**src/rtl/qsys_sdram_cpu_oci_dct_unpacker.sv**
```systemverilog
// qsys_sdram_cpu_oci_dct_unpacker: unpacks trace frames into one 2-bit code per cycle with test-end drain
module qsys_sdram_cpu_oci_dct_unpacker #(
  parameter int FRAME_CNT_WIDTH = 16
) (
  input  logic                       clk,
  input  logic                       reset,
  input  logic                       dct_valid,
  output logic                       dct_ready,
  input  logic [29:0]                dct_buffer,
  input  logic [3:0]                 dct_count,
  output logic                       code_valid,
  input  logic                       code_ready,
  output logic [1:0]                 code,
  output logic [3:0]                 code_index,
  output logic                       code_last,
  output logic [FRAME_CNT_WIDTH-1:0] frame_cnt,
  input  logic                       test_ending,
  output logic                       test_has_ended
);
  typedef enum logic {IDLE, EMIT} state_t;
  state_t                     r_state;
  logic [29:0]                r_shreg;
  logic [3:0]                 r_remaining;
  logic [3:0]                 r_code_index;
  logic [FRAME_CNT_WIDTH-1:0] r_frame_cnt;
  logic                       r_end_pending;
  logic                       r_test_has_ended;
  logic                       w_emit;
  logic                       w_last;
  // Outputs decode straight from registers; nothing here sees dct_valid
  always_comb begin
    w_emit         = r_state == EMIT;
    w_last         = w_emit && r_remaining == 4'd1;
    dct_ready      = r_state == IDLE && !r_end_pending && !r_test_has_ended;
    code_valid     = w_emit;
    code           = w_emit ? r_shreg[1:0] : 2'b00;
    code_index     = r_code_index;
    code_last      = w_last;
    frame_cnt      = r_frame_cnt;
    test_has_ended = r_test_has_ended;
  end
  // Frame capture, per-code shifting and sticky drain tracking
  always_ff @(posedge clk or posedge reset) begin
    if (reset) begin
      r_state          <= IDLE;
      r_shreg          <= '0;
      r_remaining      <= '0;
      r_code_index     <= '0;
      r_frame_cnt      <= '0;
      r_end_pending    <= 1'b0;
      r_test_has_ended <= 1'b0;
    end else begin
      if (test_ending) r_end_pending <= 1'b1;
      if (r_end_pending && r_state == IDLE) r_test_has_ended <= 1'b1;
      if (r_state == IDLE) begin
        if (dct_valid && dct_ready && dct_count != 4'd0) begin
          r_shreg      <= dct_buffer;
          r_remaining  <= dct_count;
          r_code_index <= 4'd0;
          r_state      <= EMIT;
        end
      end else if (code_ready) begin
        r_shreg      <= {2'b00, r_shreg[29:2]};
        r_remaining  <= r_remaining - 4'd1;
        r_code_index <= w_last ? 4'd0 : r_code_index + 4'd1;
        if (w_last) begin
          r_state     <= IDLE;
          r_frame_cnt <= r_frame_cnt + 1'b1;
        end
      end
    end
  end
endmodule

```
**config.mk**
```make
export PLATFORM = sky130hd
export DESIGN_NAME = qsys_sdram_cpu_oci_dct_unpacker
export DESIGN_NICKNAME = d
export VERILOG_FILES = /design/src/rtl/qsys_sdram_cpu_oci_dct_unpacker.sv
export SDC_FILE = /design/constraint.sdc
export NUM_CORES = 1
export LEC_CHECK = 0
export ABC_AREA = 1
export BUFFER_PORTS_ARGS = -buffer_cell sky130_fd_sc_hd__buf_2
export CAP_MARGIN = 0
export CORE_MARGIN = 3
export CORE_UTILIZATION = 45
export CTS_CLUSTER_SIZE = 40
export DETAILED_ROUTE_END_ITERATION = 6
export PLACE_DENSITY = 0.7
export SYNTH_ARGS = -nofsm -noshare
export SYNTH_HDL_FRONTEND = slang
export SYNTH_SLANG_ARGS = --single-unit
```
**constraint.sdc**
```tcl
create_clock -name clk -period 1.85 [get_ports clk]
set_input_delay 0.37 -clock clk [delete_from_list [all_inputs] [get_ports clk]]
set_output_delay 0.37 -clock clk [all_outputs]
set_load 0.05 [all_outputs]
```
==> key figures, run 1 <==
Timing
  • Fmax: 0.576 GHz
  • Pins Over Slew Limit: 0
  • Final setup fails: 0
  • Setup TNS: 0 ns
  • Min Clock Period, post-route: 1.74 ns
  • Actual slew at the worst max-slew pin: 0.647 ns
  • Slew HR: 56.7%
  • Final worst slack: 0.113 ns
  • RSZ-0062 raised after global routing: no
  • Period utilisation layout: 93.9%
  • Clk_skew: 0.0101 ns
  • Final hold viol count: 0
  • Hold_ws: 0.114 ns

Setup path
  • Max incr delay on CP: 0.43 ns
  • Critical path startpoint category: flop
  • Worst reg2reg path depth: 7
  • Crit path depth: 4
  • CP required: 1.48 ns
  • Crit path buf inv count: 2
  • CP Class: flop to primary output
  • Worst EP arrival: 1.37 ns
  • CP endpoint kind: primary output
  • Worst reg2reg startpoint: code_valid
  • Cell Chain, Critical Path: nor2_1 -> nand2_1 -> inv_2 -> buf_8
  • Reg2Reg Setup Slack: 0.28 ns
  • Reg-to-reg endpoint: r_shreg[0]
  • Worst path slowest cell: dfrtp_1
  • CP max FO: 5
  • Delay-heaviest family, CP: flip-flops

Yosys
  • Mapped Nets: 449
  • Synth Area per Inst: 7.48 um^2
  • Ys Warns: 0
  • Post-synthesis mux area share: 0%
  • Synth unique cells: 23
  • Compound-Gate Fraction of Synth Area: 1.90%
  • Sequential element share of the synthesized area: 47.0%
  • Synth Cell Area: 3040 um^2
  • Register bit total from synthesis: 57
  • Simple-gate share of the synthesized area: 40.5%
  • Main combinational cell family by area after synthesis: simple AND/OR/NAND/NOR gates
  • Mapped Cells: 406
  • Adder-Cell Fraction of Synth Area: 1.65%
  • XOR/XNOR Fraction of Synth Area: 3.17%

Floorplanning
  • Core ar.: 6460 um^2
  • Die width: 88.1 um
  • Die Height: 88.1 um
  • Die ar.: 7770 um^2
  • Std cell rows: 29
  • Starting Density: 47.0%
  • Io pins: 65

Pwr
  • Total power: 0.00467 W
  • VDD IR max: 0.000775 V
  • Switch share: 42.4%
  • Combinational power share: 38.2%
  • Power Dens Cells: 1300 nW/um^2
  • Leak pwr: 2.02 nW
  • Switching Power: 0.00198 W
  • Sequential power share: 40.8%
  • Clock network power share: 21.0%
  • Internal: 0.00269 W

Cells and area
  • Share of cells above drive strength 1: 22.9%
  • Final Core Density: 55.8%
  • Most frequent cells in the layout: nand2_1 (204), buf_2 (63), dfrtp_1 (56)
  • Nets: 514
  • FILL cells: 617
  • Commonest non-fill, non-tap cell in the layout: nand2_1
  • Area delta synth->final: 18.6%
  • Antenna diode count: 0

Flow run
  • Max_cap viols: 0

Clock tree
  • Post-CTS Repair Setup Buffers: 0
  • # H-tree levels: 3
  • CTS tree: yes
  • Clk_lat worst skew: 0.33 ns
  • CTS Buffer Depth: 2
  • CTS root buffer: clkbuf_8
  • Clk sink count: 57
  • CTS buffer count: 9
  • Clock slew at reported path FFs: 0.07 ns

Route
  • Final WL: 6.89 mm
  • WL per Instance: 12.5 um
  • Post-DRT Antenna Nets: 0
  • Drt pass-1 iters: 4
  • Total number of vias: 2740
  • Drt drc: 0
  • Vias per inst: 4.95
  • DR iter-0 viols: 160

Global route
  • Global route overflow: 0
  • First-pass GRT wire length: 11.6 mm
  • Vias in the first global route: 2516
  • Largest net degree at the start of global routing: 58
  • Antenna violations before repair: 0
  • Overall routing resource usage: 19.1%

Place
  • Port bufs: 64
  • Worst slack, placed: 0.259 ns
  • Post-DP HPWL: 4.60 mm
  • Routability congestion estimate: 0.788

Status
  • Outcome: finished clean

Hold path
  • HP Class: input pin to async pin
[kinds of logic after synthesis]
family / after synthesis
compound gates: 11
xor+xnor: 11
fa+ha+maj: 4
buf+inv: 39
flops: 57
simple gates: 284
[per-stage QoR]
step,instance area [um^2],std cells
after CTS,3590,553
final,3600,553
after global routing,3600,553
after detailed placement,3430,537
after global placement,3430,537
after floorplan,3050,406
[synth_stat cells]
library cell / count / area (um^2)
xnor2_1: 3 / 26.3
inv_1: 19 / 71.3
dfrtp_1: 57 / 1430
nand2_1: 204 / 766
a21o_1: 1 / 7.51
buf_2: 3 / 15.0
nand4_1: 2 / 12.5
clkbuf_1: 9 / 33.8
inv_2: 3 / 11.3
or2_2: 2 / 12.5
buf_4: 3 / 22.5
nor3_4: 1 / 16.3
nor3_1: 2 / 10.0
nand3_1: 38 / 190
buf_6: 2 / 22.5
ha_1: 4 / 50.1
nand3b_1: 4 / 30.0
o21ai_0: 10 / 50.1
nor2b_2: 1 / 8.76
nand2_2: 1 / 6.26
nand3_2: 11 / 110
xor2_1: 8 / 70.1
nor2_1: 18 / 67.6
[layout make-up]
cell class | instances | area, um^2 | area share (%)
multi-input combinational | 310 | 1430 | 39.8
sequential | 57 | 1430 | 39.6
timing repair buffer | 71 | 395 | 11.0
clock buffer | 10 | 128 | 3.54
tap | 77 | 96.3 | 2.67
inverter | 22 | 86.3 | 2.40
clock inverter | 6 | 35.0 | 0.973
[power by group through the flow]
| stage | clock network, W | logic [W] | registers (W) |
|---|---|---|---|
| after floorplan | 0 | 0.00116 | 0.00211 |
| after global placement | 0 | 0.00175 | 0.00191 |
| after detailed placement | 0 | 0.00179 | 0.00192 |
| after CTS | 0.00100 | 0.00180 | 0.00190 |
| after global routing | 0.00107 | 0.00203 | 0.00197 |
| final | 0.000982 | 0.00178 | 0.00191 |
[how the worst max path moves through the flow]
stage                          end            from
floorplan               r_shreg[9]      code_valid
global placement    r_remaining[1]    dct_count[0]
detailed placement  r_remaining[0]    dct_count[0]
CTS                      code_last  r_remaining[1]
global route             code_last  r_remaining[1]
finish                   code_last  r_remaining[2]
[worst register-to-register path, cell delays in order, from the launching register on]
cell and delay [ns]:
dfrtp_2 0.45, buf_4 0.19, inv_2 0.31, buf_4 0.27, nand2_1 0.08, nand2_1 0.06, nand2_1 0.05, nand2_1 0.09
[layer usage]
metal / wire length [um] / track usage, % / share of wire, % / vias up
met4: 94 / 7.42 / 1.4 / 0
met1: 3310 / 26.5 / 48 / 1268
met3: 308 / 3.48 / 4.5 / 10
met2: 3170 / 29.7 / 46 / 67
li1: - / - / - / 1395
met5: 0 / 0 / 0 / -
[state kept, by name, summed over array words and instances (netlist names)]
register / count
r_shreg: 30
frame_cnt: 16
code_index: 4
r_remaining: 4
code_valid: 1
r_end_pending: 1
test_has_ended: 1
[timing repair]
item,4_1_cts,5_1_grt
hold buffers,0,0
gates resized for setup,1,4
hold endpoints to repair,0,0
setup endpoints to repair,1,1
Power figures use the tool's default switching activity.
==> inputs of run 2 (changes only) <==
==> constraint.sdc (replaced) <==
create_clock -name clk -period 1.85 [get_ports clk]
set_input_delay 0.2775 -clock clk [delete_from_list [all_inputs] [get_ports clk]]
set_output_delay 0.2775 -clock clk [all_outputs]
set_load 0.05 [all_outputs]
==> run 2 against run 1 <==
Net effect:
- count of clock-buffer cells in the layout up 1
- setup slack better by 0.0059 ns
- non-clock buffer count up 8
- largest cell class unchanged
- wire length about the same
- worst hold slack better by 0.030 ns
- global-route usage up 0.15 points
- cell count up 1.3%
- register-to-register slack about the same
- largest power group unchanged
- clock power up 11%
- first-iteration DRC count down 38%
==> key figures, run 2 (synthesized netlist as in run 1, its figures left out) <==
Pwr
  • Leak pwr: 2.08 nW
  • Combinational power share: 37.5%
  • Power Dens Cells: 1320 nW/um^2
  • Switching Power: 0.00197 W
  • Clock network power share: 22.5%
  • Switch share: 40.6%
  • Sequential power share: 40.0%
  • VDD IR max: 0.00104 V
  • Internal: 0.00287 W

Setup path
  • CP endpoint kind: primary output
  • Delay-heaviest family, CP: buffers and inverters
  • Crit path buf inv count: 4
  • Cell Chain, Critical Path: inv_1 -> ha_1 -> nand2_1 -> inv_2 -> nand2_1 -> inv_1 -> clkbuf_4
  • Worst path slowest cell: dfrtp_1
  • Critical path startpoint category: flop
  • Worst EP arrival: 1.45 ns
  • CP max FO: 3
  • CP Class: flop to primary output
  • CP required: 1.57 ns
  • Max incr delay on CP: 0.37 ns

Route
  • Total number of vias: 2719
  • Drt pass-1 iters: 4
  • Vias per inst: 4.86
  • WL per Instance: 12.3 um
  • Post-DRT Antenna Nets: 0
  • DR iter-0 viols: 99
  • Final WL: 6.89 mm
  • Drt drc: 0

Cells and area
  • Nets: 522
  • Most frequent cells in the layout: nand2_1 (204), buf_2 (63), dfrtp_1 (56)
  • Most flops, register: r_shreg
  • Final Core Density: 56.8%
  • Share of cells above drive strength 1: 23.2%
  • Largest register FFs: 30
  • Antenna diode count: 0
  • Final instance count without filler cells: 560
  • Commonest non-fill, non-tap cell in the layout: nand2_1
  • Area delta synth->final: 20.8%
  • Cell area after layout: 3670 um^2

Global route
  • Global route overflow: 0
  • Largest net degree at the start of global routing: 39
  • Overall routing resource usage: 19.2%
  • Vias in the first global route: 2602
  • Antenna violations before repair: 0
  • First-pass GRT wire length: 11.6 mm

Place
  • Post-DP Area: 3460 um^2
  • Routability congestion estimate: 0.790
  • Port bufs: 64
  • Inst Count DP: 541
  • Post-DP HPWL: 4.78 mm

Floorplanning
  • Starting Density: 47.0%
  • Die ar.: 7770 um^2
  • Core ar.: 6460 um^2
  • Die Height: 88.1 um
  • Die width: 88.1 um
  • Std cell rows: 29
  • Io pins: 65

Clock tree
  • Clk sink count: 57
  • Clock slew at reported path FFs: 0.06 ns
  • CTS Buffer Depth: 2
  • Clk_lat worst skew: 0.34 ns
  • CTS root buffer: clkbuf_8
  • CTS buffer count: 9
  • CTS tree: yes
  • # H-tree levels: 3

Timing
  • Fmax: 0.578 GHz
  • Clk_skew: 0.00798 ns
  • Final setup fails: 0
  • RSZ-0062 raised after global routing: no
  • Pins Over Slew Limit: 0
  • Actual slew at the worst max-slew pin: 0.462 ns
  • Slew HR: 69.1%
  • Min Clock Period, post-route: 1.73 ns
  • Period utilisation layout: 93.6%
  • Final hold viol count: 0

Status
  • Outcome: finished clean

Flow run
  • Max_cap viols: 0

Hold path
  • HP Class: input pin to flop
==> run 2: worst register-to-register path, cell delays in order (launching register included) <==
cell and delay (ns):
dfrtp_1 0.37, inv_1 0.10, ha_1 0.15, nand2_1 0.06
inv_2 0.07, nand3_2 0.22, nor2_1 0.25, nand3_1 0.11
nand2_1 0.08, nand2_1 0.04
==> run 2: cell type report <==
cell class              instances  area, um^2
repair buffers                 79         450
multi-input cells             310        1430
inverters                      22        82.6
flip-flops and latches         57        1430
clock buffers                  11         131
fillers                       610        2790
clock inverters                 4        45.0
well taps                      77        96.3
==> run 2: final timing paths <==
path	from	endpoint	slack [ns]	depth (start not counted)
min reg2reg	r_shreg[17]	r_shreg[17]	0.51	2
max	r_remaining[1]	code_last	0.12	7
max reg2reg	r_remaining[1]	frame_cnt[15]	0.29	9
min	test_ending	r_end_pending	0.14	2
min in group asynchronous	reset	r_shreg[25]	0.49	3
max in group asynchronous	reset	code_valid	0.79	4
==> run 2: layer usage <==
layer	track usage (%)	share of wire, %	vias up
met5	0	0	-
met4	8.24	1.8	0
met3	3.39	4.0	12
met2	31.8	46	57
met1	24.8	48	1235
li1	-	-	1415
==> run 2: what timing repair did <==
item | 4_1_cts | 5_1_grt
hold buffers | 1 | 0
gates resized for setup | 0 | 1
setup buffers | 0 | 3
setup endpoints to repair | 0 | 3
endpoints found under the hold margin | 19 | 0
==> run 2: power by group through the flow <==
stage          Clock (W)  Combinational (W)  Sequential (W)
2_1_floorplan          0            0.00116         0.00211
3_3_place_gp           0            0.00174         0.00195
3_5_place_dp           0            0.00177         0.00196
4_1_cts          0.00111            0.00178         0.00195
5_1_grt          0.00117            0.00207         0.00198
6_report         0.00109            0.00182         0.00193
==> run 2: through the flow <==
step / power, W / hold WS (ns) / setup TNS, ns / setup slack [ns]
after floorplan: 0.00327 / 0.387 / -0.118 / -0.0131
after global placement: 0.00368 / 0.319 / 0 / 0.339
after detailed placement: 0.00374 / 0.318 / 0 / 0.281
after CTS: 0.00484 / 0.141 / 0 / 0.0394
after global routing: 0.00523 / 0.145 / 0 / 0.00917
final: 0.00484 / 0.145 / 0 / 0.119
